## src/rtl/hu_stall_ctrl_pkg.sv

```systemverilog
// Shared definitions for the hazard-unit stall controller: FSM state encoding
// and parameter defaults.
package hu_stall_ctrl_pkg;

    typedef enum logic [1:0] {
        StRun     = 2'd0,
        StMemWait = 2'd1,
        StErr     = 2'd2
    } hu_state_e;

    localparam int unsigned MEM_TIMEOUT_DEFAULT = 255;
    localparam int unsigned PERF_W_DEFAULT      = 32;
    localparam int unsigned WAIT_CNT_W          = 16;

endpackage

```

## src/rtl/hu_sat_counter.sv

```systemverilog
// Saturating up-counter with synchronous clear; holds at all-ones.
module hu_sat_counter #(
    parameter int unsigned WIDTH = 32
) (
    input  logic             clk,
    input  logic             rst_n,
    input  logic             i_inc,
    input  logic             i_clear,
    output logic [WIDTH-1:0] o_count
);

    logic [WIDTH-1:0] r_count;
    logic [WIDTH-1:0] w_count_d;

    always_comb begin
        w_count_d = r_count;
        if (i_clear) begin
            w_count_d = '0;
        end else if (i_inc && (r_count != {WIDTH{1'b1}})) begin
            w_count_d = r_count + {{(WIDTH-1){1'b0}}, 1'b1};
        end
    end

    always_ff @(posedge clk or negedge rst_n) begin
        if (!rst_n) begin
            r_count <= '0;
        end else begin
            r_count <= w_count_d;
        end
    end

    assign o_count = r_count;

endmodule

```

## src/rtl/hu_stall_ctrl.sv

```systemverilog
// Pipeline hazard controller: load-use stalls, branch flushes, data-memory
// wait stalls with timeout to a sticky error state, and perf counters.
module hu_stall_ctrl
    import hu_stall_ctrl_pkg::*;
#(
    parameter int unsigned MEM_TIMEOUT = MEM_TIMEOUT_DEFAULT,
    parameter int unsigned PERF_W      = PERF_W_DEFAULT
) (
    input  logic              clk,
    input  logic              rst_n,
    input  logic [4:0]        Rs1_D,
    input  logic [4:0]        Rs2_D,
    input  logic              reg_ren_D,
    input  logic              use_rs2_D,
    input  logic [4:0]        Rd_E,
    input  logic              MemRead_E,
    input  logic              RegWrite_E,
    input  logic              branch_taken_E,
    input  logic              mem_req_M,
    input  logic              mem_ready_M,
    output logic              Stall_F,
    output logic              Stall_D,
    output logic              Stall_E,
    output logic              Stall_M,
    output logic              Flush_D,
    output logic              Flush_E,
    output logic              Flush_W,
    output logic              mem_err,
    output logic [PERF_W-1:0] stall_cnt,
    output logic [PERF_W-1:0] flush_cnt
);

    hu_state_e             r_state;
    hu_state_e             w_state_d;
    logic [WAIT_CNT_W-1:0] r_wait_cnt;
    logic [WAIT_CNT_W-1:0] w_wait_d;

    logic w_lu;
    logic w_mw;
    logic w_stall_fd;
    logic w_stall_em;
    logic w_flush_d;
    logic w_flush_e;
    logic w_flush_w;
    logic w_timeout;

    // Load-use hazard against a real (non-x0) destination.
    assign w_lu = MemRead_E & RegWrite_E & (Rd_E != 5'd0) &
                  ((reg_ren_D & (Rs1_D == Rd_E)) | (use_rs2_D & (Rs2_D == Rd_E)));
    assign w_mw = mem_req_M & ~mem_ready_M;

    assign w_timeout = ({16'd0, r_wait_cnt} + 32'd1) >= MEM_TIMEOUT;

    always_comb begin
        w_state_d  = r_state;
        w_wait_d   = r_wait_cnt;
        w_stall_fd = 1'b0;
        w_stall_em = 1'b0;
        w_flush_d  = 1'b0;
        w_flush_e  = 1'b0;
        w_flush_w  = 1'b0;

        unique case (r_state)
            StRun, StMemWait: begin
                if (w_mw) begin
                    w_stall_fd = 1'b1;
                    w_stall_em = 1'b1;
                    w_flush_w  = 1'b1;
                    if (r_state == StRun) begin
                        w_state_d = StMemWait;
                        w_wait_d  = '0;
                    end else begin
                        w_wait_d = r_wait_cnt + {{(WAIT_CNT_W-1){1'b0}}, 1'b1};
                        if (w_timeout) begin
                            w_state_d = StErr;
                        end
                    end
                end else begin
                    // Taken branch squashes the wrong-path D instr, so its
                    // load-use hazard is irrelevant.
                    w_state_d = StRun;
                    w_wait_d  = '0;
                    if (branch_taken_E) begin
                        w_flush_d = 1'b1;
                        w_flush_e = 1'b1;
                    end else if (w_lu) begin
                        w_stall_fd = 1'b1;
                        w_flush_e  = 1'b1;
                    end
                end
            end
            StErr: begin
                w_stall_fd = 1'b1;
                w_stall_em = 1'b1;
                w_flush_w  = 1'b1;
            end
            default: begin
                w_state_d = StRun;
                w_wait_d  = '0;
            end
        endcase

        if (!rst_n) begin
            w_stall_fd = 1'b0;
            w_stall_em = 1'b0;
            w_flush_d  = 1'b0;
            w_flush_e  = 1'b0;
            w_flush_w  = 1'b0;
        end
    end

    always_ff @(posedge clk or negedge rst_n) begin
        if (!rst_n) begin
            r_state    <= StRun;
            r_wait_cnt <= '0;
        end else begin
            r_state    <= w_state_d;
            r_wait_cnt <= w_wait_d;
        end
    end

    assign Stall_F = w_stall_fd;
    assign Stall_D = w_stall_fd;
    assign Stall_E = w_stall_em;
    assign Stall_M = w_stall_em;
    assign Flush_D = w_flush_d;
    assign Flush_E = w_flush_e;
    assign Flush_W = w_flush_w;
    assign mem_err = (r_state == StErr);

    hu_sat_counter #(
        .WIDTH (PERF_W)
    ) u_stall_cnt (
        .clk     (clk),
        .rst_n   (rst_n),
        .i_inc   (w_stall_fd),
        .i_clear (1'b0),
        .o_count (stall_cnt)
    );

    hu_sat_counter #(
        .WIDTH (PERF_W)
    ) u_flush_cnt (
        .clk     (clk),
        .rst_n   (rst_n),
        .i_inc   (w_flush_d | w_flush_e),
        .i_clear (1'b0),
        .o_count (flush_cnt)
    );

endmodule
```

## config.mk

```make
export PLATFORM = sky130hd
export DESIGN_NAME = hu_stall_ctrl
export DESIGN_NICKNAME = d
export VERILOG_FILES = /design/src/rtl/hu_stall_ctrl_pkg.sv /design/src/rtl/hu_sat_counter.sv /design/src/rtl/hu_stall_ctrl.sv
export SDC_FILE = /design/constraint.sdc
export NUM_CORES = 1
export LEC_CHECK = 0
export ABC_AREA = 1
export ABC_CLOCK_PERIOD_IN_PS = 4740
export CORE_MARGIN = 4
export CORE_UTILIZATION = 58
export CTS_CLUSTER_DIAMETER = 200
export DETAILED_ROUTE_END_ITERATION = 7
export PLACE_DENSITY = 0.86
export SLEW_MARGIN = 10
export SYNTH_ARGS = -nofsm -noshare
export SYNTH_HDL_FRONTEND = slang
export SYNTH_SLANG_ARGS = --single-unit
```

## constraint.sdc

```tcl
create_clock -name clk -period 4.74 [get_ports clk]
set_input_delay 1.185 -clock clk [delete_from_list [all_inputs] [get_ports clk]]
set_output_delay 1.185 -clock clk [all_outputs]
set_load 0.02 [all_outputs]
```

==> impl_metrics.tcl, run 1 <==
set metrics [dict create \
    p_per_area_nw_per_um2 224 \
    holdBufCountCts 0 \
    drt_iter0_drc 364 \
    slew_headroom 0.310 \
    rows 35 \
    dieHeight_um 106 \
    min_period_ns 4.18 \
    fin_tns_setup_ns 0 \
    dp_slack_ns 0.554 \
    synth.avg_cell_area_sq_um 6.98 \
    synthesis.nets 825 \
    worst-path-max-fanout 3 \
    outcome "completed" \
    h-tree-depth 3 \
    synth_seq_cells 82 \
    synth_cell_types 32 \
    cts_tree "yes" \
    start_util 0.599 \
    port_buffers 95 \
    diodes 0 \
    synth_warnings 0 \
    crit_type "primary input to output port" \
    cts_buffers 9 \
    placed_area_sq_um 6550 \
    yosysSeqAreaShare 0.369 \
    required_ns 3.56 \
    cts_root_buffer "clkbuf_8" \
    grt_max_degree 83 \
    drive_gt1_frac 0.0507 \
    clk_latency_ns 0.37 \
    wl_met2_mm 7.33 \
    fmax_ghz 0.239 \
    drc_errors 0 \
    top_layer "met4" \
    design_area_sq_um 6770 \
    post_cts_buffers 0 \
    synthesis.area_sq_um 5560 \
    core_area_sq_um 9280 \
    drt-wirelength-per-cell_um 15.0 \
    synth_top_area_cell "dfrtp_1" \
    grt_pass1_vias 5395 \
    worst_slack_ns 0.562 \
    setup_viol 0 \
    final_nets 912 \
    clkSinkCount 82 \
    ios 96 \
    dieArea_sq_um 11200 \
    hold_path_class "flip-flop to flip-flop" \
    rsz0062_at_grt "false" \
    die-width_um 106 \
    gr-usage-all-layers 0.282 \
    worst_setup_path_end_kind "output port" \
    cp-start-kind "primary input" \
    grt_pass1_wl_mm 25.7 \
    clkTransAtPathRegs_ns 0.09 \
    crit_arrival_ns 2.99 \
    leakage_nw 3.25 \
    grt_remaining_overflow 0 \
    maxSlewViolCount 0 \
    detail-route-antenna-nets 0 \
    dp.final_hpwl_mm 11.2 \
    synth_top_cell_area_share 0.369 \
    syn2layout_area_growth_pct 21.6 \
    cts_buffer_depth 2 \
    syn_inst 797 \
    hold_violations 0 \
    drt-met1-wl_mm 6.46 \
    synth_area_leaders "dfrtp_1, nand2_1, xor2_1, nand3_1, nor2_1" \
    met3_length_um 814 \
    drtPass1Iterations 5 \
    finalCritPeriodShare 0.881 \
    peakVddDrop_uv 245 \
    cts_resized 0 \
    antenna_found_initial 0 \
    maxCapViolations 0 \
    slowest_delay_ns 0.62 \
    routed-via-count 5605 \
    wl_mm 15.2 \
    gp_congestion 0.973 \
    worst_pin_slew_ns 1.04 \
    fin_skew_ns 0.0167 \
    hold_slack_ns 0.515 \
    via_per_inst 5.51 \
    slowest_stage "clkdlybuf4s50_1" \
    path_cells "clkdlybuf4s50_1 > inv_1 > nand2_1 > o21ai_0 > nor2_1 > nand3_1 > nand2_1 > nand3_1 > nand2_2 > clkdlybuf4s50_1" \
]
final timing paths:
check	to	slack [ns]	cells after the start	startpoint
max in group asynchronous	r_wait_cnt[7]	2.98	2	rst_n
worst min-delay path	u_flush_cnt.o_count[31]	0.52	2	u_flush_cnt.o_count[31]
worst max register to register	u_flush_cnt.o_count[1]	2.02	8	u_flush_cnt.o_count[8]
min in group asynchronous	u_flush_cnt.o_count[26]	1.06	2	rst_n
worst min register to register	u_flush_cnt.o_count[31]	0.52	2	u_flush_cnt.o_count[31]
worst max-delay path	Stall_D	0.56	10	Rd_E[2]
state kept, by name, summed over array words and instances, names as in the netlist:
register	count
r_state	2
r_wait_cnt	16
u_flush_cnt.o_count	32
u_stall_cnt.o_count	32
metal layers:
| metal | global-route usage | vias up |
|---|---|---|
| met2 | 0.478 | 224 |
| met3 | 0.0413 | 53 |
| met5 | 0 | - |
| met4 | 0.131 | 0 |
| met1 | 0.355 | 2614 |
| li1 | - | 2714 |
power by group:
| part | switching [mW] | internal [mW] |
|---|---|---|
| Combinational | 0.107 | 0.0806 |
| Clock | 0.265 | 0.310 |
| Sequential | 0.0333 | 0.717 |
| Total | 0.406 | 1.11 |
kinds of logic after synthesis:
group | Yosys count | synth area share
xor gates and xnor gates | 67 | 0.105
DFF | 82 | 0.369
adders and majority gates | 4 | 0.00900
AOI/OAI and AO/OA | 29 | 0.0304
buffers and inverters | 86 | 0.0702
and+or+nand+nor | 529 | 0.416
area by class of cell:
cell class              count  area (sq um)
flip-flops and latches     82          2050
clock buffers              11           141
repair buffers             99           978
well taps                 129           161
multi-input cells         629          3120
inverters                  63           236
fillers                   775          2520
clock inverters             4          76.3
cell usage after synthesis (all sizes together):
library cell	number
nor2	96
o21bai	1
a21oi	1
clkinv	1
nor3b	1
xor2	53
dfrtp	82
nand2	286
xnor2	14
o21ai	18
nand3	90
nand4	16
buf	21
a22o	4
nor3	35
ha	4
nand3b	4
nor4	1
inv	62
clkbuf	2
o22ai	5
cell usage in the layout (no fill, tap or decap), types with 4 or more instances in the layout:
cell type and instances:
a22o_1 4, buf_4 5, clkbuf_8 10, clkdlybuf4s50_1 94, dfrtp_1 82, ha_1 4, inv_1 60, nand2_1 277
nand2_2 8, nand3_1 88, nand3b_1 4, nand4_1 16, nor2_1 93, nor3_1 26, nor3_2 8, o21ai_0 17
o22ai_1 5, xnor2_1 14, xor2_1 53
per-stage QoR:
step	cells	power, mW	utilization
2_1_floorplan	797	0.855	-
3_3_place_gp	1002	0.946	0.706
3_5_place_dp	1002	0.951	0.706
5_1_grt	1017	1.57	0.729
4_1_cts	1017	1.52	0.729
6_report	1017	1.51	0.729
critical path, delay by kind of cell:
| family | cells | cell delay (ns) |
|---|---|---|
| simple gates | 6 | 0.52 |
| buf+inv | 3 | 1.21 |
| compound gates | 1 | 0.08 |
No activity file was read; power rests on OpenSTA's default activity.
==> run 2, diff against run 1 <==
--- a/config.mk
+++ b/config.mk
@@ -12,6 +12,7 @@
 export CTS_CLUSTER_DIAMETER = 200
 export DETAILED_ROUTE_END_ITERATION = 7
 export PLACE_DENSITY = 0.86
+export SKIP_LAST_GASP = 1
 export SLEW_MARGIN = 10
 export SYNTH_ARGS = -nofsm -noshare
 export SYNTH_HDL_FRONTEND = slang
==> results of run 2 <==
The final DEF is identical to that of run 1; final timing and power are the same.
